$ cat src/rtl/display_out_fifo_pkg.sv
// Shared definitions for the CPU-side display port.
// Bus addresses, DSPCR bit positions and register select encoding.
package display_out_fifo_pkg;

    localparam logic [15:0] ADDR_DSP   = 16'hD012;
    localparam logic [15:0] ADDR_DSPCR = 16'hD013;

    localparam int DSP_BUSY     = 7;
    localparam int DSPCR_OVF    = 7;
    localparam int DSPCR_CNT_HI = 4;
    localparam int DSPCR_CNT_LO = 0;

    typedef enum logic {
        REG_DSP   = 1'b0,
        REG_DSPCR = 1'b1
    } reg_sel_e;

endpackage

$ cat src/rtl/display_out_fifo_sync_fifo.sv
// Single-clock register-array FIFO with flush; head is read combinationally.
// Ports: clk7/reset, flush, push/wdata, pop/rdata, count, full, empty.
module sync_fifo #(
    parameter int WIDTH = 7,
    parameter int DEPTH = 16
) (
    input  logic                     clk7,
    input  logic                     reset,
    input  logic                     flush,
    input  logic                     push,
    input  logic                     pop,
    input  logic [WIDTH-1:0]         wdata,
    output logic [WIDTH-1:0]         rdata,
    output logic [$clog2(DEPTH):0]   count,
    output logic                     full,
    output logic                     empty
);

    localparam int AW = $clog2(DEPTH);
    localparam int CW = AW + 1;

    logic [WIDTH-1:0] mem_q [DEPTH];
    logic [AW-1:0]    wr_ptr_q;
    logic [AW-1:0]    rd_ptr_q;
    logic [CW-1:0]    count_q;
    logic             do_push;
    logic             do_pop;

    assign full    = (count_q == CW'(DEPTH));
    assign empty   = (count_q == '0);
    assign do_push = push & ~full & ~flush;
    assign do_pop  = pop & ~empty & ~flush;
    assign count   = count_q;
    assign rdata   = mem_q[rd_ptr_q];

    // Pointers wrap naturally because DEPTH is a power of two.
    always_ff @(posedge clk7) begin
        if (reset) begin
            wr_ptr_q <= '0;
            rd_ptr_q <= '0;
            count_q  <= '0;
        end else if (flush) begin
            rd_ptr_q <= wr_ptr_q;
            count_q  <= '0;
        end else begin
            if (do_push) wr_ptr_q <= wr_ptr_q + 1'b1;
            if (do_pop)  rd_ptr_q <= rd_ptr_q + 1'b1;
            if (do_push & ~do_pop)      count_q <= count_q + 1'b1;
            else if (do_pop & ~do_push) count_q <= count_q - 1'b1;
        end
    end

    always_ff @(posedge clk7) begin
        if (do_push) mem_q[wr_ptr_q] <= wdata;
    end

endmodule

$ cat src/rtl/display_out_fifo.sv
// Display port DSP/DSPCR with character FIFO, sticky overflow and optional pacing.
// Ports: 6502 bus (cs/address/we/din/dout), renderer stream (char_*), cls flush.
module display_out_fifo
    import display_out_fifo_pkg::*;
#(
    parameter int DEPTH       = 16,
    parameter int PACE_CYCLES = 0
) (
    input  logic       clk7,
    input  logic       reset,
    input  logic       cpu_clken,
    input  logic       cs,
    input  logic       address,
    input  logic       we,
    input  logic [7:0] din,
    output logic [7:0] dout,
    output logic       char_valid,
    output logic [6:0] char_data,
    input  logic       char_ready,
    input  logic       cls
);

    localparam int CW = $clog2(DEPTH) + 1;

    reg_sel_e      sel;
    logic          bus_wr;
    logic          dsp_wr;
    logic          cr_wr;
    logic          push;
    logic          pop;
    logic          drop;
    logic          full;
    logic          empty;
    logic          busy;
    logic          pace_hold;
    logic [6:0]    head;
    logic [CW-1:0] count;
    logic [4:0]    count5;

    logic [6:0]    last_char_q, last_char_d;
    logic          ovf_q, ovf_d;

    assign sel    = reg_sel_e'(address);
    assign bus_wr = cs & we & cpu_clken;
    assign dsp_wr = bus_wr & (sel == REG_DSP);
    assign cr_wr  = bus_wr & (sel == REG_DSPCR);

    // A flush swallows writes without flagging them as overflow.
    assign push = dsp_wr & ~full & ~cls;
    assign drop = dsp_wr & full & ~cls;

    assign char_valid = ~empty & ~pace_hold;
    assign char_data  = empty ? 7'h00 : head;
    assign pop        = char_valid & char_ready;

    sync_fifo #(
        .WIDTH (7),
        .DEPTH (DEPTH)
    ) u_fifo (
        .clk7  (clk7),
        .reset (reset),
        .flush (cls),
        .push  (push),
        .pop   (pop),
        .wdata (din[6:0]),
        .rdata (head),
        .count (count),
        .full  (full),
        .empty (empty)
    );

    if (PACE_CYCLES == 0) begin : g_nopace
        assign pace_hold = 1'b0;
    end else begin : g_pace
        localparam int PW = $clog2(PACE_CYCLES + 1);

        logic [PW-1:0] pace_cnt_q, pace_cnt_d;

        // Loading PACE_CYCLES-1 on a pop spaces pops exactly PACE_CYCLES apart.
        always_comb begin
            pace_cnt_d = pace_cnt_q;
            if (cls)                    pace_cnt_d = '0;
            else if (pop)               pace_cnt_d = PW'(PACE_CYCLES - 1);
            else if (pace_cnt_q != '0)  pace_cnt_d = pace_cnt_q - 1'b1;
        end

        always_ff @(posedge clk7) begin
            if (reset) pace_cnt_q <= '0;
            else       pace_cnt_q <= pace_cnt_d;
        end

        assign pace_hold = (pace_cnt_q != '0);
    end

    always_comb begin
        last_char_d = last_char_q;
        ovf_d       = ovf_q;
        if (push)                  last_char_d = din[6:0];
        if (drop)                  ovf_d = 1'b1;
        else if (cr_wr && din[7])  ovf_d = 1'b0;
    end

    always_ff @(posedge clk7) begin
        if (reset) begin
            last_char_q <= 7'h00;
            ovf_q       <= 1'b0;
        end else begin
            last_char_q <= last_char_d;
            ovf_q       <= ovf_d;
        end
    end

    assign busy   = full | pace_hold;
    assign count5 = 5'(count);

    always_comb begin
        dout = 8'h00;
        unique case (sel)
            REG_DSP:   dout = {busy, last_char_q};
            REG_DSPCR: dout = {ovf_q, 2'b00, count5};
            default:   dout = 8'h00;
        endcase
    end

endmodule
$ cat config.mk
export PLATFORM = sky130hd
export DESIGN_NAME = display_out_fifo
export DESIGN_NICKNAME = d
export VERILOG_FILES = /design/src/rtl/display_out_fifo_pkg.sv /design/src/rtl/display_out_fifo_sync_fifo.sv /design/src/rtl/display_out_fifo.sv
export SDC_FILE = /design/constraint.sdc
export NUM_CORES = 1
export LEC_CHECK = 0
export ABC_CLOCK_PERIOD_IN_PS = 9000
export CORE_MARGIN = 1.5
export CORE_UTILIZATION = 26
export CTS_BUF_LIST = sky130_fd_sc_hd__clkbuf_8
export DETAILED_ROUTE_END_ITERATION = 8
export MAX_ROUTING_LAYER = met4
export SETUP_SLACK_MARGIN = 0.05
export SYNTH_ARGS = -nofsm -noshare
export SYNTH_HDL_FRONTEND = slang
export SYNTH_SLANG_ARGS = --single-unit
export TNS_END_PERCENT = 5
$ cat constraint.sdc
create_clock -name clk7 -period 9 [get_ports clk7]
set_input_delay 1.8 -clock clk7 [delete_from_list [all_inputs] [get_ports clk7]]
set_output_delay 1.8 -clock clk7 [all_outputs]
set_load 0.005 [all_outputs]
==> results of run 1 <==
-- power breakdown --
group,internal (W),switching [W],total (W)
sequential,0.000687,0.00000328,0.000690
clock,0.000276,0.000238,0.000514
combinational,0.0000323,0.0000359,0.0000682
-- registers in the layout, summed over array words and instances, names as in the netlist, named ones only --
| signal | count |
|---|---|
| last_char_q | 7 |
| u_fifo.count | 5 |
| u_fifo.rd_ptr_q | 4 |
| u_fifo.wr_ptr_q | 4 |
| u_fifo.mem_q | 112 |
| ovf_q | 1 |
-- placed cells by master, fill, tap and decap left out, drive strengths merged, types with 2 or more instances in the layout --
cell,n
a31o,2
mux2i,9
xor2,2
nor2b,2
buf,11
mux2,12
nor4,11
bufinv,3
dfxtp,25
clkinv,5
clkinvlp,2
mux4,28
nand3,6
ha,9
edfxtp,112
nor3,5
o31ai,2
nand2,19
clkdlybuf4s50,31
inv,17
nor2,11
and2,4
a21oi,21
clkbuf,17
o21ai,10
a2111oi,2
xnor2,4
a211oi,4
-- metal layers --
layer  share of wire, %  vias to the layer above  routed length [um]
met4               0.60                        0                  71
met5                  0                        -                   0
met1                 49                     1552                5780
met2                 46                       90                5420
met3                5.3                        7                 631
li1                   -                     1442                   -
-- cells in the mapped netlist (all sizes together), types with 6 or more instances --
cell,count,area [sq um]
buf,9,66.3
nor2,11,41.3
edfxtp,112,3360
a21oi,21,105
mux2i,9,90.1
nor4,11,75.1
inv,12,45.0
nand2,19,71.3
dfxtp,25,500
ha,9,113
mux2,12,135
mux4,28,664
nand3,6,30.0
o21ai,10,53.8
clkbuf,9,33.8
-- per-stage QoR --
stage               setup WS (ns)  total power, W  instances  utilization, %
finish                       3.79         0.00127        673            31.8
CTS                          3.77         0.00129        673            31.8
global placement             3.84        0.000772        641            29.8
detailed placement           3.77        0.000774        641            29.8
global route                 3.68         0.00132        673            31.8
floorplan                    4.74        0.000743        342               -
-- final timing paths --
check | endpoint | slack (ns) | depth (start not counted)
min reg2reg | last_char_q[4] | 0.46 | 2
max reg2reg | u_fifo.count[4] | 5.62 | 10
min | last_char_q[4] | 0.46 | 2
max | dout[4] | 3.79 | 3
-- cell type report --
| cell class | instances | share of cell area, % |
|---|---|---|
| flip-flops and latches | 137 | 57.3 |
| well taps | 275 | 5.11 |
| clock buffers | 17 | 3.47 |
| repair buffers | 42 | 5.83 |
| multi-input cells | 175 | 25.0 |
| clock inverters | 15 | 2.60 |
| inverters | 12 | 0.669 |
-- worst register-to-register path, cell delays in order (launching register included) --
cell	delay, ns
dfxtp_1	0.39
nor4_2	0.44
a2111o_1	0.61
inv_2	0.26
ha_1	0.28
inv_1	0.16
ha_1	0.30
a21oi_1	0.19
nand3_1	0.12
a2111oi_0	0.42
a31o_2	0.16
-- cell families (layout without fill, tap and decap cells) --
family / count (synthesis) / count (layout) / share of synthesized area, %
AOI/OAI and AO/OA: 46 / 46 / 4.95
DFF: 137 / 137 / 67.9
adders and majority gates: 10 / 10 / 2.33
muxes: 49 / 49 / 15.6
buffers and inverters: 30 / 86 / 2.55
and+or+nand+nor: 64 / 64 / 5.74
xor gates and xnor gates: 6 / 6 / 0.923
==> flow_summary.toml, run 1 <==
[sta]
timing.fmax_mhz = 192
worst-slew-pin-transition_ns = 0.890
finalHoldViolCount = 0
post-route-period-util_pct = 57.9
period_minus_slack_ns = 5.21
relSlewSlack_pct = 40.5
timing.setup.tns_ns = 0
skew_ns = 0.0141
setup_viol = 0
slew_viol_final = 0
rsz0062_at_grt = "no"
whs_ns = 0.462

[logic_synthesis]
yosys_warnings = 0
synth_area_sq_mm = 0.00569
ys_types = 42
async_flop_share_pct = 0
synthFlopType = "edfxtp_1"
synth-edff-count = 112
netlist_instances = 342
syn_nets = 368
ys_seq_area_share_pct = 67.9
syn_avg_cell_area_sq_um = 16.6
ys_seq_elements = 137

[clock_tree]
cts.htree.levels = 4
path_clk_slew_ns = 0.08
ctsResizeCount = 0
clock_latency_ns = 0.43
numClockSinks = 137
cts_hold_repair.buffers = 0
postCtsSetupBuffers = 0
cts_root_buffer = "clkbuf_8"
cts_buffers = 17
cts_tree = "yes"
clockBufferDepth = 2

[power]
power_density_mw_per_mm2 = 189
leakage_nw = 2.13
vdd_ir_drop_max_v = 0.0000928

[floorplan]
die_area_sq_mm = 0.0228
ios = 32
die_w_um = 151
num_rows = 53
die_h_um = 151
core_area_sq_mm = 0.0212
start_util_pct = 26.8

[finish]
nFillCells = 2097
antennaDiodeCount = 0
nets = 411
postLayoutCellArea_sq_mm = 0.00674
drive_above_1_share_pct = 19.8
syn_to_final_growth_pct = 18.4
regArea_sq_mm = 0.00386
multi_input_area_sq_mm = 0.00168

[hold_path]
hold_start = "last_char_q[4]"
hp-class = "reg2reg"

[setup_path]
r2r_start = "u_fifo.count[0]"
cp_slowest_cell = "clkdlybuf4s50_1"
crit_family = "buffers and inverters"
critPathCaptureType = "primary output"
crit_start = "address"
path_max_fanout = 11
crit_buf_inv = 2
required_ns = 7.20
cp_cell_sequence = "clkdlybuf4s50_1 -> mux2_2 -> clkdlybuf4s50_1"
max_stage_delay_ns = 0.76
critPathArrivalTime_ns = 3.41
cp_common_cell = "clkdlybuf4s50_1"
startpoint_type = "input pin"
path_class = "in2out"

[drt]
dr.pass1.iters = 4
drt_wl_total_um = 11900
wl_per_cell_um = 17.7
drc = 0
first_iter_violations = 191
vias = 3091
antenna_left = 0
via_per_inst = 4.59

[global_routing]
met1_usage_pct = 15.8
overflow = 0
top_usage_layer = "met2"
met2_usage_pct = 16.8
antenna_found_initial = 0
grt_max_degree = 29
grt_pass1_vias = 3214
grt_pass1_wl_um = 18500
grt_use_total_pct = 11.6
use_met3_pct = 3.04

[place]
placed_area_sq_mm = 0.00633
port_buffers = 31
dp_hpwl_um = 7610
gp_congestion = 0.788

[status]
run_status = "finished clean"

[job]
maxCapViolCount = 0
No activity file was read; power rests on OpenSTA's default activity.
==> run 2: changes to the inputs <==
--- a/config.mk
+++ b/config.mk
@@ -5,7 +5,7 @@
 export SDC_FILE = /design/constraint.sdc
 export NUM_CORES = 1
 export LEC_CHECK = 0
-export ABC_CLOCK_PERIOD_IN_PS = 9000
+export ABC_CLOCK_PERIOD_IN_PS = 4600
 export CORE_MARGIN = 1.5
 export CORE_UTILIZATION = 26
 export CTS_BUF_LIST = sky130_fd_sc_hd__clkbuf_8
==> constraint.sdc (replaced) <==
create_clock -name clk7 -period 4.6 [get_ports clk7]
set_input_delay 0.92 -clock clk7 [delete_from_list [all_inputs] [get_ports clk7]]
set_output_delay 0.92 -clock clk7 [all_outputs]
set_load 0.005 [all_outputs]
==> run 2 against run 1 <==
  * Final area decreased by 0.30%
  * Core utilization decreased by 0.094 points
  * Power up 88%
  * Cell count grew 0.59%
  * Wire length increased by 0.44%
  * Critical endpoint is now char_data[1]
==> flow_summary.toml, run 2 (synthesis results as in run 1) <==
[setup_path]
startpoint_type = "flip-flop"
path_max_fanout = 14
reg2reg_slack_ns = 1.66
path_class = "reg2out"
r2r_cells = 10
r2r_start = "u_fifo.count[0]"
critPathArrivalTime_ns = 3.07
required_ns = 3.68
r2r_end = "u_fifo.count[4]"
critPathCaptureType = "primary output"

[clock_tree]
cts.htree.levels = 4
numClockSinks = 137
path_clk_slew_ns = 0.07
postCtsSetupBuffers = 0
cts_tree = "yes"
clock_latency_ns = 0.43
clockBufferDepth = 2
cts_root_buffer = "clkbuf_8"
cts_buffers = 17
ctsResizeCount = 0
cts_hold_repair.buffers = 0

[power]
vdd_ir_drop_max_v = 0.000178
power_density_mw_per_mm2 = 356
leakage_nw = 2.13
power_w = 0.00239

[hold_path]
hp-class = "reg2reg"
hold_depth = 2
hold_start = "last_char_q[5]"
hold_end = "last_char_q[5]"

[sta]
finalHoldViolCount = 0
rsz0062_at_grt = "no"
period_minus_slack_ns = 3.99
skew_ns = 0.0118
slew_viol_final = 0
timing.setup.tns_ns = 0
timing.fmax_mhz = 250
post-route-period-util_pct = 86.8
setup_viol = 0
relSlewSlack_pct = 40.9
worst-slew-pin-transition_ns = 0.885

[global_routing]
grt_use_total_pct = 11.6
grt_max_degree = 26
antenna_found_initial = 0
grt_pass1_vias = 3202
overflow = 0
grt_pass1_wl_um = 18400

[finish]
drive_above_1_share_pct = 20.9
nets = 415
final_cell_mix = "edfxtp_1 (112), clkdlybuf4s50_1 (31), dfxtp_1 (25), a21oi_1 (21)"
largest_reg_flops = 112
antennaDiodeCount = 0
regArea_sq_mm = 0.00386
multi_input_area_sq_mm = 0.00168
top_register = "u_fifo.mem_q"
final_core_util_pct = 31.7
final_cells = 677
nFillCells = 2085
layout_commonest_cell = "edfxtp_1"
syn_to_final_growth_pct = 18.0

[drt]
dr.pass1.iters = 4
drc = 0
antenna_left = 0
via_per_inst = 4.58
wl_per_cell_um = 17.7
first_iter_violations = 201
vias = 3104
drt_wl_total_um = 12000

[place]
placed_cells = 645
port_buffers = 31
gp_congestion = 0.743
dp_hpwl_um = 7980

[floorplan]
num_rows = 53
die_h_um = 151
die_w_um = 151
die_area_sq_mm = 0.0228
core_area_sq_mm = 0.0212
ios = 32
start_util_pct = 26.8

[status]
run_status = "finished clean"

[job]
maxCapViolCount = 0
==> run 2: how the worst max path moves through the flow <==
| stage | slack (ns) | cells after the start | start | end |
|---|---|---|---|---|
| global placement | 0.83 | 10 | address | u_fifo.count[4] |
| finish | 0.61 | 6 | flip-flop | char_data[1] |
| floorplan | 1.35 | 12 | cpu_clken | u_fifo.count[4] |
| global route | 0.35 | 6 | flip-flop | char_data[5] |
| detailed placement | 0.74 | 10 | address | u_fifo.count[4] |
| CTS | 0.53 | 6 | flip-flop | char_data[1] |
==> run 2: critical path, cell delays in order (launching register included) <==
cell and delay (ns):
dfxtp_1 0.90, buf_4 0.26, mux4_2 0.51, mux2_2 0.27, o21ai_0 0.15, a21oi_1 0.07, clkdlybuf4s50_1 0.48
==> run 2: routing by layer <==
layer | up-vias | share of wire, % | GRT usage [%]
li1 | 1450 | - | -
met1 | 1567 | 48 | 15.7
met2 | 83 | 47 | 16.8
met3 | 4 | 4.9 | 2.92
met4 | 0 | 0.59 | 4.13
met5 | - | 0 | -
==> run 2: power breakdown <==
part | leakage [nW] | internal, W | switching (W)
sequential | 1.21 | 0.00134 | 0.0000150
combinational | 0.732 | 0.0000651 | 0.0000637
clock | 0.191 | 0.000428 | 0.000473
==> run 2: through the flow <==
stage / hold slack, ns / setup slack, ns / area [sq um]
floorplan: 0.432 / 1.35 / 5690
global placement: 0.449 / 0.832 / 6360
detailed placement: 0.450 / 0.739 / 6360
CTS: 0.462 / 0.533 / 6720
global route: 0.481 / 0.352 / 6720
finish: 0.458 / 0.606 / 6720
==> run 2: layout make-up <==
| cell class | instances | share of cell area (%) |
|---|---|---|
| clock buffers | 17 | 3.48 |
| clock inverters | 15 | 1.86 |
| repair buffers | 46 | 6.30 |
| flip-flops and latches | 137 | 57.5 |
| well taps | 275 | 5.12 |
| multi-input cells | 175 | 25.1 |
| inverters | 12 | 0.671 |
==> run 3: changes to the inputs <==
--- a/config.mk
+++ b/config.mk
@@ -7,7 +7,7 @@
 export LEC_CHECK = 0
 export ABC_CLOCK_PERIOD_IN_PS = 4600
 export CORE_MARGIN = 1.5
-export CORE_UTILIZATION = 26
+export CORE_UTILIZATION = 29
 export CTS_BUF_LIST = sky130_fd_sc_hd__clkbuf_8
 export DETAILED_ROUTE_END_ITERATION = 8
 export MAX_ROUTING_LAYER = met4
==> run 3 against run 2 <==
  * Critical path depth unchanged
  * Non-clock buffer count is 2 lower
  * Worst setup slack improved by 0.21 ns
  * Combinational power grew 3%
  * Core utilization rose by 3.0 points
  * Sequential cell count unchanged
  * Final area fell by 0.24%
  * Sequential share of layout area up 0.14 points
  * Critical path type unchanged
==> flow_summary.toml, run 3 (synthesis results as in run 1) <==
[setup_path]
cp_slowest_cell = "dfxtp_1"
critPathCaptureType = "primary output"
crit_buf_inv = 2
max_stage_delay_ns = 0.76
cp_cell_sequence = "buf_4 -> mux4_1 -> mux2_2 -> o21ai_0 -> a21oi_1 -> clkdlybuf4s50_1"
startpoint_type = "flip-flop"
crit_family = "buffers and inverters"
critPathArrivalTime_ns = 2.86
path_max_fanout = 12
path_class = "reg2out"
required_ns = 3.68
r2r_start = "u_fifo.count[0]"
reg2reg_slack_ns = 1.58

[sta]
post-route-period-util_pct = 82.2
finalHoldViolCount = 0
rsz0062_at_grt = "no"
worst-slew-pin-transition_ns = 0.922
setup_viol = 0
slew_viol_final = 0
skew_ns = 0.0154
timing.setup.tns_ns = 0
timing.fmax_mhz = 264
period_minus_slack_ns = 3.78
whs_ns = 0.463
relSlewSlack_pct = 38.3

[drt]
wl_per_cell_um = 17.5
drt_wl_total_um = 11700
drc = 0
first_iter_violations = 182
via_per_inst = 4.71
dr.pass1.iters = 4
antenna_left = 0
vias = 3131

[power]
p_int_w = 0.00180
pwr-share-clk_pct = 38.1
leakage_nw = 2.11
p_sw_share_pct = 24.9
power_density_mw_per_mm2 = 358
p_switching_w = 0.000597
pwr-share-comb_pct = 5.6
pwr-share-seq_pct = 56.4
vdd_ir_drop_max_v = 0.000180

[finish]
regArea_sq_mm = 0.00386
final_cell_mix = "edfxtp_1 (112), clkdlybuf4s50_1 (31), dfxtp_1 (25), a21oi_1 (21)"
syn_to_final_growth_pct = 17.7
postLayoutCellArea_sq_mm = 0.00670
final_cells = 665
drive_above_1_share_pct = 20.3
multi_input_area_sq_mm = 0.00168
layout_commonest_cell = "edfxtp_1"
nets = 413
final_core_util_pct = 34.7
top_register = "u_fifo.mem_q"
antennaDiodeCount = 0
largest_reg_flops = 112
nFillCells = 1837

[clock_tree]
clock_latency_ns = 0.44
postCtsSetupBuffers = 0
path_clk_slew_ns = 0.08
cts_root_buffer = "clkbuf_8"
cts_tree = "yes"
cts_hold_repair.buffers = 0
cts_buffers = 17
clockBufferDepth = 2
ctsResizeCount = 0
numClockSinks = 137
cts.htree.levels = 4

[job]
maxCapViolCount = 0

[place]
placed_cells = 633
dp_hpwl_um = 7620
placed_area_sq_mm = 0.00633
gp_congestion = 0.838
port_buffers = 31

[floorplan]
start_util_pct = 29.4
die_h_um = 143
die_area_sq_mm = 0.0205
ios = 32
die_w_um = 143
core_area_sq_mm = 0.0193
num_rows = 51

[global_routing]
grt_pass1_wl_um = 18500
grt_pass1_vias = 3277
overflow = 0
grt_max_degree = 29
antenna_found_initial = 0
grt_use_total_pct = 12.8

[hold_path]
hp-class = "reg2reg"
hold_start = "last_char_q[1]"

[status]
run_status = "finished clean"
-- run 3: routing by layer --
metal | global-route usage (%) | vias up | routed length (um)
met2 | 19.5 | 67 | 5560
met1 | 17.0 | 1603 | 5440
met5 | - | - | 0
met4 | 4.07 | 0 | 101
met3 | 2.98 | 11 | 564
li1 | - | 1450 | -
-- run 3: area by class of cell --
cell class	instances	area share, %
Tap cell	265	4.95
Timing Repair Buffer	44	6.09
Clock inverter	15	2.04
Clock buffer	17	3.49
Inverter	12	0.672
Multi-Input combinational cell	175	25.1
Sequential cell	137	57.7
-- run 3: power groups by stage --
stage	clock network, W	logic, W	registers (W)
6_report	0.000913	0.000133	0.00135
3_3_place_gp	0	0.000132	0.00138
3_5_place_dp	0	0.000135	0.00138
2_1_floorplan	0	0.0000781	0.00138
4_1_cts	0.000937	0.000136	0.00135
5_1_grt	0.000992	0.000146	0.00135
-- run 3: per-stage QoR --
step | setup slack (ns) | power (W)
finish | 0.817 | 0.00240
global route | 0.599 | 0.00249
CTS | 0.758 | 0.00242
detailed placement | 0.600 | 0.00152
global placement | 0.812 | 0.00151
floorplan | 1.35 | 0.00145
-- run 3: worst paths after layout --
check,to,depth (start not counted)
worst max-delay path,char_data[6],6
worst min-delay path,last_char_q[1],2
worst max register to register,u_fifo.count[4],10
worst min register to register,last_char_q[1],2
-- run 3: worst register-to-register path: stages, from the launching register on --
cell and delay (ns):
dfxtp_1 0.39, nor4_2 0.39, nand2_1 0.32, nand3_1 0.20
ha_1 0.18, inv_1 0.11, ha_1 0.35, a21oi_1 0.10
a211o_1 0.32, a2111oi_0 0.44, a31o_2 0.17
